<file path="src/rtl/alarme_if.sv">
// Time, control and display signals between the chrono counters/switches and the alarm unit.
interface alarme_if;
  logic [4:0] horas;
  logic [5:0] minutos;
  logic [5:0] segundos;
  logic       enable;
  logic       set_alarm;
  logic [4:0] ajuste_h;
  logic [5:0] ajuste_m;
  logic       snooze;
  logic       stop;
  logic [4:0] alarm_h;
  logic [5:0] alarm_m;
  logic       ringing;
  logic       led;
  logic       snooze_active;

  modport master (
    output horas, minutos, segundos, enable, set_alarm, ajuste_h, ajuste_m, snooze, stop,
    input  alarm_h, alarm_m, ringing, led, snooze_active
  );

  modport slave (
    input  horas, minutos, segundos, enable, set_alarm, ajuste_h, ajuste_m, snooze, stop,
    output alarm_h, alarm_m, ringing, led, snooze_active
  );
endinterface

</file>
<file path="src/rtl/alarme.sv">
// Alarm unit: synchronises the ripple-clocked time bus, matches alarm/snooze times and
// runs the IDLE/RINGING/SNOOZE machine with a blinking LED; 3-cycle input-to-state latency.
module alarme #(
  parameter int BLINK_DIV  = 25_000_000,
  parameter int SNOOZE_MIN = 5,
  parameter int RING_SEC   = 60
) (
  input logic     clock_50,
  input logic     reset,
  alarme_if.slave io
);
  typedef struct packed {
    logic [4:0] h;
    logic [5:0] m;
    logic [5:0] s;
  } hms_t;

  typedef enum logic [1:0] {IDLE, RINGING, SNOOZE} state_t;

  hms_t        s1, s2, s3;
  logic [5:0]  last_seg;
  logic        sec_tick;
  logic [1:0]  snz_sync, stp_sync;
  logic        snz_prev, stp_prev, snz_edge, stp_edge;
  logic [4:0]  alarm_h, snz_h, snz_h_nx;
  logic [5:0]  alarm_m, snz_m, snz_m_nx;
  logic [6:0]  m_sum;
  logic        m_wrap;
  logic        alarm_hit, snz_hit, ring_done, enter_ring;
  logic [15:0] ring_cnt;
  logic [31:0] blink_cnt;
  logic        led;
  state_t      state, state_nx;

  // A tick needs two matching stages, so bus glitches shorter than 2 cycles are ignored
  assign sec_tick  = (s2 == s3) && (s3.s != last_seg);
  assign alarm_hit = sec_tick && (s3.h == alarm_h) && (s3.m == alarm_m) && (s3.s == 6'd0);
  assign snz_hit   = sec_tick && (s3.h == snz_h) && (s3.m == snz_m) && (s3.s == 6'd0);
  assign ring_done = sec_tick && ((ring_cnt + 16'd1) == 16'(RING_SEC));

  assign m_sum    = {1'b0, s3.m} + 7'(SNOOZE_MIN);
  assign m_wrap   = (m_sum >= 7'd60);
  assign snz_m_nx = m_wrap ? 6'(m_sum - 7'd60) : m_sum[5:0];
  assign snz_h_nx = m_wrap ? ((s3.h == 5'd23) ? 5'd0 : s3.h + 5'd1) : s3.h;

  always_comb begin
    state_nx = state;
    if (io.set_alarm || !io.enable) begin
      state_nx = IDLE;
    end else begin
      case (state)
        IDLE:    if (alarm_hit) state_nx = RINGING;
        RINGING: begin
          if (stp_edge)       state_nx = IDLE;
          else if (snz_edge)  state_nx = SNOOZE;
          else if (ring_done) state_nx = IDLE;
        end
        SNOOZE: begin
          if (stp_edge)     state_nx = IDLE;
          else if (snz_hit) state_nx = RINGING;
        end
        default: state_nx = IDLE;
      endcase
    end
  end

  assign enter_ring = (state_nx == RINGING) && (state != RINGING);

  always_ff @(posedge clock_50 or posedge reset) begin
    if (reset) begin
      s1       <= '0;
      s2       <= '0;
      s3       <= '0;
      last_seg <= '0;
      snz_sync <= '0;
      stp_sync <= '0;
      snz_prev <= 1'b0;
      stp_prev <= 1'b0;
      snz_edge <= 1'b0;
      stp_edge <= 1'b0;
    end else begin
      s1 <= '{h: io.horas, m: io.minutos, s: io.segundos};
      s2 <= s1;
      s3 <= s2;
      if (sec_tick) last_seg <= s3.s;
      snz_sync <= {snz_sync[0], io.snooze};
      stp_sync <= {stp_sync[0], io.stop};
      snz_prev <= snz_sync[1];
      stp_prev <= stp_sync[1];
      snz_edge <= snz_sync[1] & ~snz_prev;
      stp_edge <= stp_sync[1] & ~stp_prev;
    end
  end

  always_ff @(posedge clock_50 or posedge reset) begin
    if (reset) begin
      alarm_h <= '0;
      alarm_m <= '0;
      snz_h   <= '0;
      snz_m   <= '0;
    end else begin
      if (io.set_alarm && (io.ajuste_h <= 5'd23) && (io.ajuste_m <= 6'd59)) begin
        alarm_h <= io.ajuste_h;
        alarm_m <= io.ajuste_m;
      end
      if ((state == RINGING) && (state_nx == SNOOZE)) begin
        snz_h <= snz_h_nx;
        snz_m <= snz_m_nx;
      end
    end
  end

  always_ff @(posedge clock_50 or posedge reset) begin
    if (reset) begin
      state     <= IDLE;
      ring_cnt  <= '0;
      blink_cnt <= '0;
      led       <= 1'b0;
    end else begin
      state <= state_nx;
      if (enter_ring) begin
        ring_cnt  <= '0;
        blink_cnt <= '0;
        led       <= 1'b1;
      end else if ((state == RINGING) && (state_nx == RINGING)) begin
        if (sec_tick) ring_cnt <= ring_cnt + 16'd1;
        if (blink_cnt == 32'(BLINK_DIV - 1)) begin
          blink_cnt <= '0;
          led       <= ~led;
        end else begin
          blink_cnt <= blink_cnt + 32'd1;
        end
      end else begin
        led <= 1'b0;
      end
    end
  end

  assign io.alarm_h       = alarm_h;
  assign io.alarm_m       = alarm_m;
  assign io.ringing       = (state == RINGING);
  assign io.snooze_active = (state == SNOOZE);
  assign io.led           = led;
endmodule

</file>
<file path="src/flat_wrapper.sv">
// flat-port wrapper written by rule: the top's interface ports become plain ports
module alarme_flat 
#(
  parameter int BLINK_DIV  = 25_000_000,
  parameter int SNOOZE_MIN = 5,
  parameter int RING_SEC   = 60
)
  (clock_50, reset, io_horas, io_minutos, io_segundos, io_enable, io_set_alarm, io_ajuste_h, io_ajuste_m, io_snooze, io_stop, io_alarm_h, io_alarm_m, io_ringing, io_led, io_snooze_active);
  alarme_if io_i ();
  input logic clock_50;
  input logic reset;
  input wire logic [$bits(io_i.horas)-1:0] io_horas;
  input wire logic [$bits(io_i.minutos)-1:0] io_minutos;
  input wire logic [$bits(io_i.segundos)-1:0] io_segundos;
  input wire logic [$bits(io_i.enable)-1:0] io_enable;
  input wire logic [$bits(io_i.set_alarm)-1:0] io_set_alarm;
  input wire logic [$bits(io_i.ajuste_h)-1:0] io_ajuste_h;
  input wire logic [$bits(io_i.ajuste_m)-1:0] io_ajuste_m;
  input wire logic [$bits(io_i.snooze)-1:0] io_snooze;
  input wire logic [$bits(io_i.stop)-1:0] io_stop;
  output wire logic [$bits(io_i.alarm_h)-1:0] io_alarm_h;
  output wire logic [$bits(io_i.alarm_m)-1:0] io_alarm_m;
  output wire logic [$bits(io_i.ringing)-1:0] io_ringing;
  output wire logic [$bits(io_i.led)-1:0] io_led;
  output wire logic [$bits(io_i.snooze_active)-1:0] io_snooze_active;
  assign io_i.horas = io_horas;
  assign io_i.minutos = io_minutos;
  assign io_i.segundos = io_segundos;
  assign io_i.enable = io_enable;
  assign io_i.set_alarm = io_set_alarm;
  assign io_i.ajuste_h = io_ajuste_h;
  assign io_i.ajuste_m = io_ajuste_m;
  assign io_i.snooze = io_snooze;
  assign io_i.stop = io_stop;
  assign io_alarm_h = io_i.alarm_h;
  assign io_alarm_m = io_i.alarm_m;
  assign io_ringing = io_i.ringing;
  assign io_led = io_i.led;
  assign io_snooze_active = io_i.snooze_active;
  alarme #(.BLINK_DIV(BLINK_DIV), .SNOOZE_MIN(SNOOZE_MIN), .RING_SEC(RING_SEC)) u_core (.clock_50(clock_50), .reset(reset), .io(io_i));
endmodule
</file>
<file path="config.mk">
export PLATFORM = sky130hd
export DESIGN_NAME = alarme_flat
export DESIGN_NICKNAME = d
export VERILOG_FILES = /design/src/rtl/alarme_if.sv /design/src/rtl/alarme.sv /design/src/flat_wrapper.sv
export SDC_FILE = /design/constraint.sdc
export NUM_CORES = 1
export LEC_CHECK = 0
export CAP_MARGIN = 30
export CORE_MARGIN = 2
export CORE_UTILIZATION = 34
export CTS_BUF_LIST = sky130_fd_sc_hd__clkbuf_16
export DETAILED_ROUTE_END_ITERATION = 8
export GPL_ROUTABILITY_DRIVEN = 0
export PLACE_DENSITY_LB_ADDON = 0.05
export SLEW_MARGIN = 10
export SYNTH_ARGS = -nofsm -noshare
export SYNTH_HDL_FRONTEND = slang
export SYNTH_SLANG_ARGS = --single-unit
export TNS_END_PERCENT = 100
</file>
<file path="constraint.sdc">
create_clock -name clock_50 -period 10.3 [get_ports clock_50]
set_clock_uncertainty 0.1 [all_clocks]
set_input_delay 1.545 -clock clock_50 [delete_from_list [all_inputs] [get_ports clock_50]]
set_output_delay 1.545 -clock clock_50 [all_outputs]
set_load 0.05 [all_outputs]
</file>
==> results.yml <==
yosys:
  ys_seq_elements: 138
  synth_seq_area_share: 0.511
  syn-instance-count: 660
  async_flop_share: 1.00
  netlist_top_cells_area: "dfrtp_1, xor2_1, nand2_1"
  synth_largest_area_cell: "dfrtp_1"
  ys_dominant_reg_cell: "dfrtp_1"
  netlist_area_before_placement_mm2: 0.00675
  synthesis.yosys.warnings: 0
  syn_nets: 700
  share_of_the_synthesized_area_in_the_top_cell_type: 0.511
  synth_enable_flop_cells: 0
  syn-mean-instance-area_um2: 10.2
  number_of_different_library_cells_in_the_post_synthesis_netlist: 53
critical_path:
  worstPathMaxFanout: 18
  worst_setup_path_start_kind: "flop"
  worst_path_max_delay_cell: "or3_1"
  worst-endpoint-required_ns: 10.50
  slowest_delay_ns: 0.71
  critPathKind: "reg -> reg"
  worst-endpoint-arrival_ns: 4.49
  cp_common_cell: "or3_1"
  critical_path.cell_chain: "xor2_1 -> nor4_1 -> o211ai_1 -> or3_1 -> or3_1 -> a21boi_4 -> buf_8 -> inv_2 -> mux2_4"
  critPathCaptureType: "flop"
power_and_ir_drop:
  cellPowerDensity_mw_per_mm2: 155
  power_leakage_nw: 3.20
  vdd_drop_max_uv: 101
  post-layout-total-power_w: 0.00125
finish:
  final_nets: 733
  post_route_cells_drive_above_1_share: 0.0892
  postLayoutCoreUtil: 0.414
  antennaDiodeCount: 0
  area_growth_syn_to_layout_pct: 19.3
  layout_common_cells: "dfrtp_1, nand2_1, clkdlybuf4s50_1"
  fillCellCount: 1913
  layout_commonest_cell: "dfrtp_1"
routing:
  wl_per_cell_um: 17.4
  first_iter_violations: 359
  finalWirelength_um: 16900
  detailedRoute.firstPassIterationCount: 4
  routed-via-count: 5275
  avgViaCountPerCell: 5.43
  ant_nets: 0
  drcViolationCount: 0
floorplan:
  io-pin-count: 48
  design.die.area_mm2: 0.0210
  die_extent_in_x_um: 145
  num_rows: 51
  initial_utilization: 0.347
  design.core.area_mm2: 0.0195
  die_height_um: 145
sta:
  finalMaxSlewViolations: 0
  setup_repair_after_global_routing_missed_its_margin: "no"
  worst_hold_slack_ns: 0.248
  slew-limit-headroom: 0.387
  fin_crit_sh: 0.417
  worst-slew-pin-transition_ns: 0.914
  hold_violations: 0
  setup_ws_ns: 6.01
  fin_tns_setup_ns: 0
  post_route_minimum_period_ns: 4.29
  finalSetupViolCount: 0
  maximum_achievable_frequency_mhz: 233
cts:
  clock_latency_ns: 0.42
  clock-root-buffer: "clkbuf_16"
  numCtsBuffers: 17
  tritoncts: "done"
  cts.path.max_buffers: 2
  cts.repair.resized: 0
  cts.htree.levels: 4
  clkTransAtPathRegs_ns: 0.06
  setup_fix_bufs_post_cts: 0
  clock-sinks: 138
  post_cts_hold_buffer_count: 0
global_routing:
  grt_antenna_before_repair: 0
  first_global_vias: 5458
  overflow: 0
  grt_max_degree: 73
  wire_length_of_the_first_global_routing_pass_um: 28700
  track_usage: 0.169
placement:
  place_hpwl_um: 11400
  placement.io_buffers: 47
  dp_worst_setup_slack_ns: 5.39
run:
  timing.max_cap.violations: 0
min_path:
  hold_path_class: "reg -> reg"
outcome:
  outcome: "complete, no violations"
==> synth_stat cells (3+ instances only) <==
library cell	count
a21oi_1	20
a31oi_1	15
and2_1	3
and3_1	8
and4_1	5
buf_2	7
clkbuf_1	33
dfrtp_1	138
ha_1	6
inv_1	13
mux2_2	10
mux2i_1	5
nand2_1	57
nand2b_1	5
nand3_1	27
nand4_1	20
nor2_1	32
nor2b_1	10
nor3_1	17
nor4_1	16
nor4bb_1	3
o211ai_1	16
o21a_1	3
o21ai_0	40
o311ai_0	17
o31ai_1	16
o41ai_1	23
or3_1	8
or4_1	5
xnor2_1	16
xor2_1	38
==> flip-flops by register name (all words and copies together), names as in the netlist <==
signal,count
u_core.stp_sync,2
u_core.state,2
u_core.io.led,1
u_core.stp_prev,1
u_core.snz_prev,1
u_core.last_seg,6
u_core.snz_sync,2
u_core.s2,17
u_core.blink_cnt,32
u_core.s1,17
u_core.stp_edge,1
u_core.snz_m,6
u_core.ring_cnt,16
u_core.io.alarm_h,5
u_core.s3,17
u_core.snz_edge,1
u_core.snz_h,5
u_core.io.alarm_m,6
==> final timing paths <==
check                              from             endpoint  slack (ns)  cells after the start
setup / recovery           u_core.s3[8]  u_core.blink_cnt[0]        6.01                      9
hold / removal             u_core.s1[6]         u_core.s2[6]        0.25                      0
setup reg to reg           u_core.s3[8]  u_core.blink_cnt[0]        6.01                      9
hold reg to reg            u_core.s1[6]         u_core.s2[6]        0.25                      0
max in group asynchronous         reset  u_core.ring_cnt[10]        7.61                      4
min in group asynchronous         reset         u_core.s1[5]        1.47                      2
==> metal layers <==
metal  vias to the layer above  track usage  share of wire
li1                       2528            -              -
met1                      2629        0.222           0.46
met2                       104        0.278           0.49
met3                        14       0.0336          0.030
met4                         0       0.0584          0.013
met5                         -            0              0
==> logic make-up (layout without fill, tap and decap cells) <==
kind of cell | after synthesis | in the layout | share of synthesized area
AOI/OAI and AO/OA | 165 | 165 | 0.171
xor gates and xnor gates | 54 | 54 | 0.0700
adders and majority gates | 6 | 6 | 0.0111
buffers and inverters | 58 | 104 | 0.0365
DFF | 138 | 138 | 0.511
muxes | 17 | 17 | 0.0285
and+or+nand+nor | 222 | 222 | 0.171
==> cell type report <==
type | instances | area (um2) | area share
clock buffers | 17 | 425 | 0.0528
clock inverters | 15 | 128 | 0.0158
inverters | 14 | 57.6 | 0.00714
multi-input cells | 464 | 3060 | 0.380
flip-flops and latches | 138 | 3450 | 0.429
well taps | 265 | 332 | 0.0411
repair buffers | 58 | 601 | 0.0745
==> worst max-delay path: cells and delay by family, from the launching register on <==
family / cells / cell delay, ns
AND/OR/NAND/NOR: 3 / 1.77
buffers and inverters: 2 / 0.35
AO/OA/AOI/OAI: 2 / 0.86
XOR/XNOR: 1 / 0.23
multiplexers: 1 / 0.31
flip-flops: 1 / 0.53
==> power breakdown <==
| part | switching, W | total (W) | internal (W) |
|---|---|---|---|
| sequential | 0.0000195 | 0.000579 | 0.000560 |
| clock | 0.000259 | 0.000575 | 0.000316 |
| combinational | 0.0000554 | 0.0000982 | 0.0000428 |
==> through the flow <==
| step | cell area (um2) | cells |
|---|---|---|
| floorplan | 6750 | 660 |
| global placement | 7430 | 935 |
| detailed placement | 7440 | 936 |
| CTS | 7990 | 968 |
| global route | 8060 | 971 |
| finish | 8060 | 971 |
(Power assumes the default switching activity.)
